==> src/rtl/multicycle_sequencer_if.sv <==
// Handshake bundle between the multicycle sequencer and its controller/memories.
// The master drives decode/ready inputs; the slave (sequencer) drives enables and status.
interface multicycle_sequencer_if #(
  parameter int CNT_W = 32
);
  logic             run;
  logic             halt_req;
  logic             mem_access;
  logic             reg_write_req;
  logic             imem_ready;
  logic             dmem_ready;
  logic             step_mode;
  logic             step_pulse;
  logic             if_en;
  logic             id_en;
  logic             exe_en;
  logic             mem_en;
  logic             wb_en;
  logic             pc_en;
  logic [2:0]       state;
  logic             fault;
  logic [CNT_W-1:0] cycle_count;
  logic [CNT_W-1:0] instret_count;

  modport master (
    output run, halt_req, mem_access, reg_write_req,
    output imem_ready, dmem_ready, step_mode, step_pulse,
    input  if_en, id_en, exe_en, mem_en, wb_en, pc_en,
    input  state, fault, cycle_count, instret_count
  );

  modport slave (
    input  run, halt_req, mem_access, reg_write_req,
    input  imem_ready, dmem_ready, step_mode, step_pulse,
    output if_en, id_en, exe_en, mem_en, wb_en, pc_en,
    output state, fault, cycle_count, instret_count
  );
endinterface

==> src/rtl/multicycle_sequencer.sv <==
// Handshaked fetch/decode/execute/memory/write sequencer with memory-wait timeout and
// saturating cycle/instret counters. Define SEQ_STEP_EN to enable single-step control.
module multicycle_sequencer #(
  parameter int CNT_W   = 32,
  parameter int TIMEOUT = 15
) (
  input  logic                 clk,
  input  logic                 rst,
  multicycle_sequencer_if.slave bus
);

  localparam int               WAIT_W    = (TIMEOUT < 2) ? 1 : $clog2(TIMEOUT + 1);
  localparam logic [WAIT_W-1:0] TIMEOUT_V = WAIT_W'(TIMEOUT);
  localparam logic [WAIT_W-1:0] WAIT_MAX  = {WAIT_W{1'b1}};
  localparam logic [CNT_W-1:0]  CNT_MAX   = {CNT_W{1'b1}};

  typedef enum logic [2:0] {
    S_IDLE    = 3'b000,
    S_FETCH   = 3'b001,
    S_DECODE  = 3'b010,
    S_EXECUTE = 3'b011,
    S_MEMORY  = 3'b100,
    S_WRITE   = 3'b101,
    S_FAULT   = 3'b110,
    S_HALT    = 3'b111
  } state_t;

  state_t            state_q, state_d;
  logic [WAIT_W-1:0] wait_q, wait_d;
  logic [CNT_W-1:0]  cycle_q, instret_q;
  logic              fault_q;
  logic              if_q, id_q, exe_q, mem_q, pc_q, wbsel_q;
  logic              start_s;
  logic              timeout_s;
  logic              active_s;

`ifdef SEQ_STEP_EN
  logic step_pulse_q;

  // Remember the previous step_pulse level so one pulse launches exactly one instruction.
  always_ff @(posedge clk or posedge rst) begin
    if (rst) begin
      step_pulse_q <= 1'b0;
    end else begin
      step_pulse_q <= bus.step_pulse;
    end
  end

  assign start_s = bus.run | (bus.step_pulse & ~step_pulse_q);
`else
  logic unused_s;
  assign unused_s = bus.step_mode ^ bus.step_pulse;
  assign start_s  = bus.run;
`endif

  assign timeout_s = (TIMEOUT != 0) && (wait_q == TIMEOUT_V);
  assign active_s  = (state_q == S_FETCH)   || (state_q == S_DECODE) ||
                     (state_q == S_EXECUTE) || (state_q == S_MEMORY) ||
                     (state_q == S_WRITE);

  // Next-state and wait-counter logic; ready always wins over an expiring timeout.
  always_comb begin
    state_d = state_q;
    wait_d  = wait_q;
    case (state_q)
      S_IDLE: begin
        if (start_s) begin
          state_d = S_FETCH;
        end else begin
          state_d = S_IDLE;
        end
      end
      S_FETCH: begin
        if (bus.imem_ready) begin
          state_d = S_DECODE;
        end else if (timeout_s) begin
          state_d = S_FAULT;
        end else begin
          state_d = S_FETCH;
        end
      end
      S_DECODE: begin
        state_d = S_EXECUTE;
      end
      S_EXECUTE: begin
        if (bus.halt_req) begin
          state_d = S_HALT;
        end else if (bus.mem_access) begin
          state_d = S_MEMORY;
        end else begin
          state_d = S_WRITE;
        end
      end
      S_MEMORY: begin
        if (bus.dmem_ready) begin
          state_d = S_WRITE;
        end else if (timeout_s) begin
          state_d = S_FAULT;
        end else begin
          state_d = S_MEMORY;
        end
      end
      S_WRITE: begin
`ifdef SEQ_STEP_EN
        if (bus.step_mode) begin
          state_d = S_IDLE;
        end else begin
          state_d = S_FETCH;
        end
`else
        state_d = S_FETCH;
`endif
      end
      S_FAULT: begin
        state_d = S_FAULT;
      end
      S_HALT: begin
        state_d = S_HALT;
      end
      default: begin
        state_d = S_IDLE;
      end
    endcase

    if (state_d != state_q) begin
      wait_d = {WAIT_W{1'b0}};
    end else if (((state_q == S_FETCH) || (state_q == S_MEMORY)) && (wait_q != WAIT_MAX)) begin
      wait_d = wait_q + WAIT_W'(1);
    end else begin
      wait_d = wait_q;
    end
  end

  // State register with enables decoded from the next state so they leave the flops cleanly.
  always_ff @(posedge clk or posedge rst) begin
    if (rst) begin
      state_q <= S_IDLE;
      wait_q  <= {WAIT_W{1'b0}};
      fault_q <= 1'b0;
      if_q    <= 1'b0;
      id_q    <= 1'b0;
      exe_q   <= 1'b0;
      mem_q   <= 1'b0;
      pc_q    <= 1'b0;
      wbsel_q <= 1'b0;
    end else begin
      state_q <= state_d;
      wait_q  <= wait_d;
      fault_q <= fault_q | (state_d == S_FAULT);
      if_q    <= (state_d == S_FETCH);
      id_q    <= (state_d == S_DECODE);
      exe_q   <= (state_d == S_EXECUTE) || (state_d == S_MEMORY) || (state_d == S_WRITE);
      mem_q   <= (state_d == S_MEMORY)  || (state_d == S_WRITE);
      pc_q    <= (state_d == S_WRITE);
      wbsel_q <= (state_d == S_WRITE);
    end
  end

  // Saturating activity counters; they freeze once HALT or FAULT is reached.
  always_ff @(posedge clk or posedge rst) begin
    if (rst) begin
      cycle_q   <= {CNT_W{1'b0}};
      instret_q <= {CNT_W{1'b0}};
    end else begin
      if (active_s && (cycle_q != CNT_MAX)) begin
        cycle_q <= cycle_q + CNT_W'(1);
      end else begin
        cycle_q <= cycle_q;
      end
      if ((state_q == S_WRITE) && (instret_q != CNT_MAX)) begin
        instret_q <= instret_q + CNT_W'(1);
      end else begin
        instret_q <= instret_q;
      end
    end
  end

  assign bus.state         = state_q;
  assign bus.fault         = fault_q;
  assign bus.if_en         = if_q;
  assign bus.id_en         = id_q;
  assign bus.exe_en        = exe_q;
  assign bus.mem_en        = mem_q;
  assign bus.pc_en         = pc_q;
  assign bus.wb_en         = wbsel_q & bus.reg_write_req;
  assign bus.cycle_count   = cycle_q;
  assign bus.instret_count = instret_q;

endmodule
==> src/flat_wrapper.sv <==
// flat-port wrapper written by rule: the top's interface ports become plain ports
module multicycle_sequencer_flat 
#(
  parameter int CNT_W   = 32,
  parameter int TIMEOUT = 15
)
  (clk, rst, bus_run, bus_halt_req, bus_mem_access, bus_reg_write_req, bus_imem_ready, bus_dmem_ready, bus_step_mode, bus_step_pulse, bus_if_en, bus_id_en, bus_exe_en, bus_mem_en, bus_wb_en, bus_pc_en, bus_state, bus_fault, bus_cycle_count, bus_instret_count);
  multicycle_sequencer_if #(.CNT_W(CNT_W)) bus_i ();
  input  logic clk;
  input  logic rst;
  input wire logic [$bits(bus_i.run)-1:0] bus_run;
  input wire logic [$bits(bus_i.halt_req)-1:0] bus_halt_req;
  input wire logic [$bits(bus_i.mem_access)-1:0] bus_mem_access;
  input wire logic [$bits(bus_i.reg_write_req)-1:0] bus_reg_write_req;
  input wire logic [$bits(bus_i.imem_ready)-1:0] bus_imem_ready;
  input wire logic [$bits(bus_i.dmem_ready)-1:0] bus_dmem_ready;
  input wire logic [$bits(bus_i.step_mode)-1:0] bus_step_mode;
  input wire logic [$bits(bus_i.step_pulse)-1:0] bus_step_pulse;
  output wire logic [$bits(bus_i.if_en)-1:0] bus_if_en;
  output wire logic [$bits(bus_i.id_en)-1:0] bus_id_en;
  output wire logic [$bits(bus_i.exe_en)-1:0] bus_exe_en;
  output wire logic [$bits(bus_i.mem_en)-1:0] bus_mem_en;
  output wire logic [$bits(bus_i.wb_en)-1:0] bus_wb_en;
  output wire logic [$bits(bus_i.pc_en)-1:0] bus_pc_en;
  output wire logic [$bits(bus_i.state)-1:0] bus_state;
  output wire logic [$bits(bus_i.fault)-1:0] bus_fault;
  output wire logic [$bits(bus_i.cycle_count)-1:0] bus_cycle_count;
  output wire logic [$bits(bus_i.instret_count)-1:0] bus_instret_count;
  assign bus_i.run = bus_run;
  assign bus_i.halt_req = bus_halt_req;
  assign bus_i.mem_access = bus_mem_access;
  assign bus_i.reg_write_req = bus_reg_write_req;
  assign bus_i.imem_ready = bus_imem_ready;
  assign bus_i.dmem_ready = bus_dmem_ready;
  assign bus_i.step_mode = bus_step_mode;
  assign bus_i.step_pulse = bus_step_pulse;
  assign bus_if_en = bus_i.if_en;
  assign bus_id_en = bus_i.id_en;
  assign bus_exe_en = bus_i.exe_en;
  assign bus_mem_en = bus_i.mem_en;
  assign bus_wb_en = bus_i.wb_en;
  assign bus_pc_en = bus_i.pc_en;
  assign bus_state = bus_i.state;
  assign bus_fault = bus_i.fault;
  assign bus_cycle_count = bus_i.cycle_count;
  assign bus_instret_count = bus_i.instret_count;
  multicycle_sequencer #(.CNT_W(CNT_W), .TIMEOUT(TIMEOUT)) u_core (.clk(clk), .rst(rst), .bus(bus_i));
endmodule
==> config.mk <==
export PLATFORM = sky130hd
export DESIGN_NAME = multicycle_sequencer_flat
export DESIGN_NICKNAME = d
export VERILOG_FILES = /design/src/rtl/multicycle_sequencer_if.sv /design/src/rtl/multicycle_sequencer.sv /design/src/flat_wrapper.sv
export SDC_FILE = /design/constraint.sdc
export NUM_CORES = 1
export LEC_CHECK = 0
export CELL_PAD_IN_SITES_DETAIL_PLACEMENT = 0
export CELL_PAD_IN_SITES_GLOBAL_PLACEMENT = 1
export CORE_MARGIN = 8
export CORE_UTILIZATION = 39
export DETAILED_ROUTE_END_ITERATION = 8
export PLACE_DENSITY = 0.89
export SETUP_SLACK_MARGIN = 0.02
export SYNTH_ARGS = -nofsm -noshare
export SYNTH_HDL_FRONTEND = slang
export SYNTH_SLANG_ARGS = --single-unit
==> constraint.sdc <==
create_clock -name clk -period 3 [get_ports clk]
set_input_delay 0.45 -clock clk [delete_from_list [all_inputs] [get_ports clk]]
set_output_delay 0.45 -clock clk [all_outputs]
set_load 0.02 [all_outputs]
* Yosys cells after proc, flatten, opt, wreduce, memory -nomap -nowiden
Cells that the tools add are included.
** Word-level totals
- Word-level logic and storage cells :: 56
- RAM bits :: 0
- Bits in read-only memories :: 0
- Latch bits :: 0
- Register bits :: 77
- Output and inout bits :: 74
- Input port bits :: 10
- Memories kept :: 0
** Operators by class
- Shift-type cells :: 0
- Div/mod/pow operators :: 0
- Add/subtract/negate cells :: 3
- Equal/unequal tests :: 18
- Bitwise operators :: 2
- Multiplexer cells :: 10
- Reductions and logical operators :: 13
- $lt $le $gt $ge :: 0
- Multipliers :: 0
** Operators by type and width (number)
- adder 32 x 1 -> 32 bit (second input constant) :: 2
- != test 32 bit (second input constant) :: 2
- case mux 3 bit (8 select lines) :: 1
- == test 3 bit (second input constant) :: 7
- == test 3 x 2 -> 1 bit (second input constant) :: 4
- 2-to-1 mux 3 bit :: 4
- logical OR 1 bit :: 8
- 2-to-1 mux 4 bit :: 2
- == test 3 x 1 -> 1 bit (second input constant) :: 2
- adder 4 x 1 -> 4 bit (second input constant) :: 1
- == test 4 bit (second input constant) :: 1
- != test 4 bit (second input constant) :: 1
- logical AND 1 bit :: 3
- logical NOT 3 bit :: 1
- != test 3 bit :: 1
- 2-to-1 mux 1 bit :: 2
- 2-to-1 mux 2 bit :: 1
- nonzero test 2 bit :: 1
- bitwise AND 1 bit :: 1
- OR 1 bit :: 1

* Longest topological paths before layout
- Word-level depth :: 7
- Depth in mapped cells :: 8

* Worst setup path before layout
Ideal clock, no wire load.
- Path type :: register to register
- Start :: register u_core.cycle_q[17] (netlist: u_core.bus.cycle_count[17])
- End :: register u_core.cycle_q[1] (netlist: u_core.bus.cycle_count[1])
- Period minus slack after synthesis :: 2.352 ns
- Path buffers :: 1
- Arrival :: 2.224 ns
- Setup time :: 0.128 ns
- Path slack :: 0.648 ns
- Cell stages (with the launch flop) :: 7
- Path through :: dfrtp_1 > nand3_1 > or4_4 > or4_4 > buf_6 > nand2_1 > mux2_1
** On the way
- Cells in the longest elaborated chain, start to end :: 2
** RTL lines
- start, declared :: RTL line multicycle_sequencer.sv:30 : logic [CNT_W-1:0] cycle_q, instret_q;
- start signal, assigned :: RTL line multicycle_sequencer.sv:162 : cycle_q <= {CNT_W{1'b0}};
- start signal, assigned :: RTL line multicycle_sequencer.sv:166 : cycle_q <= cycle_q + CNT_W'(1);
- start signal, assigned :: RTL line multicycle_sequencer.sv:168 : cycle_q <= cycle_q;
- != test 32 bit :: RTL line multicycle_sequencer.sv:165 : if (active_s && (cycle_q != CNT_MAX)) begin
- logical AND 1 bit :: RTL line multicycle_sequencer.sv:165
No other way between the ends.
A chain may end at the register's enable or synchronous reset.

* Worst setup path in the final report
Same ends and word-level chain as after synthesis.

==> key figures <==
Synth
  • Mean Syn Cell Area: 10.36 um^2
  • Syn Std Cell Area: 3741 um^2
  • #FFs+latches synth: 77
  • Most common cell in the netlist: dfrtp_1
  • Synth top area cells: dfrtp_1 (52%), xnor2_1 (12%), nand4_1 (6.2%), nand3_1 (3.3%), nand2_1 (2.9%)
  • Count of cell types in the netlist: 38
  • Net count after synthesis: roughly 370
  • Mapped Cells: roughly 360
  • Most frequent cells after synthesis: dfrtp_1 (77), xnor2_1 (52), nand4_1 (37)
  • Top_reg_cell synth: dfrtp_1
  • Post-synth top area share: 0.5151
  • Sequential share of the synthesized area: 0.5151
  • Synth area leader: dfrtp_1
  • Async set or reset register ratio after synthesis: 1.000
  • Yosys warns: 0
  • Post-synth EDFFs: 0

Timing
  • Fin crit period: 2.387 ns
  • Final worst-path cycle share: 0.7958
  • Slew headroom: 0.4609
  • RSZ-0062 raised after global routing: no
  • Final hold slack: approximately 0.48 ns
  • Worst-margin pin slew: between 0.8 and 0.9 ns
  • # setup viols final: 0
  • Final hold vios: 0
  • Setup TNS: 0 ns
  • Layout Skew: about 0.012 ns
  • Peak Freq: between 400 and 500 MHz
  • Max-slew violation total from the final report: 0

Floorplan
  • Core ar.: 9284 um^2
  • Die H: approximately 110 um
  • Die width: 113.9 um
  • Row count: 35
  • Initial Util: 0.4030
  • Boundary Pins: 84
  • Die ar.: approximately 13000 um^2

Clock network
  • CTS Buffer Depth: 2
  • Hold_buf cts: 0
  • H-tree levels: 3
  • Clk root buf: clkbuf_8
  • CTS clk-pin slew, worst paths: ~0.08 ns
  • Clock Latency Late Sink: roughly 0.35 ns
  • CTS buffer count: 9
  • Setup Fix Bufs, Post-CTS: 0
  • CTS-repair resized insts: 0
  • Clock tree from TritonCTS: yes
  • CTS sink cnt: 77

Run
  • Total of max-cap violations: 0

Finish
  • Number of diodes: 0
  • Area delta synth->final: 29.93%
  • Share of cells above drive strength 1: 0.05556
  • Filler cell count: approximately 860
  • Net count, final: 460
  • Post-route cell area: about 4900 um^2

Worst setup path
  • Crit path DAT: between 2 and 3 ns
  • Req. time, crit path: between 3 and 4 ns
  • Setup crit start kind: flip-flop
  • Critical path type: flip-flop to flip-flop
  • Crit. End Element: flip-flop
  • Crit path max fanout: 19

Route
  • WL final: just under 9000 um
  • Residual DRC: 0
  • DR vias: a little over 3000
  • Initial DRT Pass Iterations: 4
  • Detailed Route Iter0 Violations: between 100 and 150
  • Wire per inst: between 15 and 20 um
  • Antenna-violating nets left: 0
  • Vias/cell: between 5 and 6

Placement
  • Count of buffers from port buffering: 81
  • Global placer's final weighted congestion: about 0.81
  • Final HPWL DP: 6715 um
  • DP Area: between 4000 and 5000 um^2

Global routing
  • Largest net degree at the start of global routing: 35
  • Global-route wire length before repair: 14860 um
  • Total track usage: 0.1421
  • Grt ovf: 0
  • Vias in the first global route: between 3000 and 4000
  • Initial antenna violation count: 0

Hold path
  • Worst hold path class: flip-flop to flip-flop

Pwr
  • Power density cells: around 620 nW/um^2
  • Peak VDD IR: 0.0005231 V
  • Leakage: between 0.0015 and 0.002 uW

Status
  • Status: finished, final reports clean
[layout make-up]
class,count,area [um^2],area share
inverter,9,33.78,0.006950
sequential,77,1927,0.3964
tap,129,161.4,0.03320
timing repair buffer,86,860.8,0.1771
clock buffer,9,123.9,0.02548
multi-input combinational,264,1724,0.3547
clock inverter,5,30.03,0.006178
[layer usage]
metal / share of wire / vias to the layer above / track usage
met5: 0 / - / 0
met4: 0.017 / 0 / 0.06300
met3: 0.061 / 13 / 0.04332
met2: 0.48 / 59 / 0.2311
met1: 0.44 / 1500 / 0.1695
li1: - / 1468 / -
[per-stage QoR]
| stage | worst slack, ns | cells | total power, uW | utilization |
|---|---|---|---|---|
| 2_1_floorplan | 0.5833 | 361 | 1974 | - |
| 3_3_place_gp | 0.6539 | 565 | 2373 | 0.5070 |
| 3_5_place_dp | 0.6256 | 565 | 2403 | 0.5070 |
| 4_1_cts | 0.6112 | 579 | 3065 | 0.5236 |
| 5_1_grt | 0.5326 | 579 | 3224 | 0.5236 |
| 6_report | 0.6126 | 579 | 3026 | 0.5236 |
[cell usage in the layout, fill, tap and decap left out, types with 7 or more instances in the layout]
cell type        count
nand4_1             37
nor2_1              23
and3_1              13
inv_1                8
dfrtp_1             77
clkbuf_8             9
nor3_1              10
and2_1               8
nand2_1             29
clkdlybuf4s50_1     81
xor2_1              10
nand3_1             25
xnor2_1             52
nor4_1               7
[registers in the layout (all words and copies together), names as in the netlist, 3 cells and up]
| name | flops |
|---|---|
| u_core.bus.state | 3 |
| u_core.bus.instret_count | 32 |
| u_core.wait_q | 4 |
| u_core.bus.cycle_count | 32 |
[power by group]
group | switching, uW | internal [uW]
sequential | 178 | 1180
clock | 368 | 286
combinational | 546 | 470
[critical path, stage by stage, from the launching register on]
cell and delay [ns]:
dfrtp_1 0.44, nand3_1 0.14, or4_4 0.54, or4_4 0.66, nand2_1 0.16, mux2_1 0.33
[cells by family after synthesis]
kind of cell / Yosys count / share of synthesized area
buffers and inverters: 20 / 0.02408
muxes: 4 / 0.01171
adders and majority gates: 3 / 0.01003
xor gates and xnor gates: 62 / 0.1452
DFF: 77 / 0.5151
and+or+nand+nor: 176 / 0.2592
AOI/OAI and AO/OA: 19 / 0.03478
[path summary, 6_finish.rpt]
path	start	to	slack, ns	depth (start not counted)
max reg2reg	u_core.bus.cycle_count[17]$_DFFE_PP0P_	u_core.bus.cycle_count[1]$_DFFE_PP0P_	0.61	5
min in group asynchronous	rst	u_core.bus.cycle_count[11]$_DFFE_PP0P_	0.55	2
min	u_core.bus.fault$_DFF_PP0_	u_core.bus.fault$_DFF_PP0_	0.48	1
max	u_core.bus.cycle_count[17]$_DFFE_PP0P_	u_core.bus.cycle_count[1]$_DFFE_PP0P_	0.61	5
min reg2reg	u_core.bus.fault$_DFF_PP0_	u_core.bus.fault$_DFF_PP0_	0.48	1
max in group asynchronous	rst	u_core.bus.instret_count[23]$_DFFE_PP0P_	1.74	3
Power figures use the tool's default switching activity.
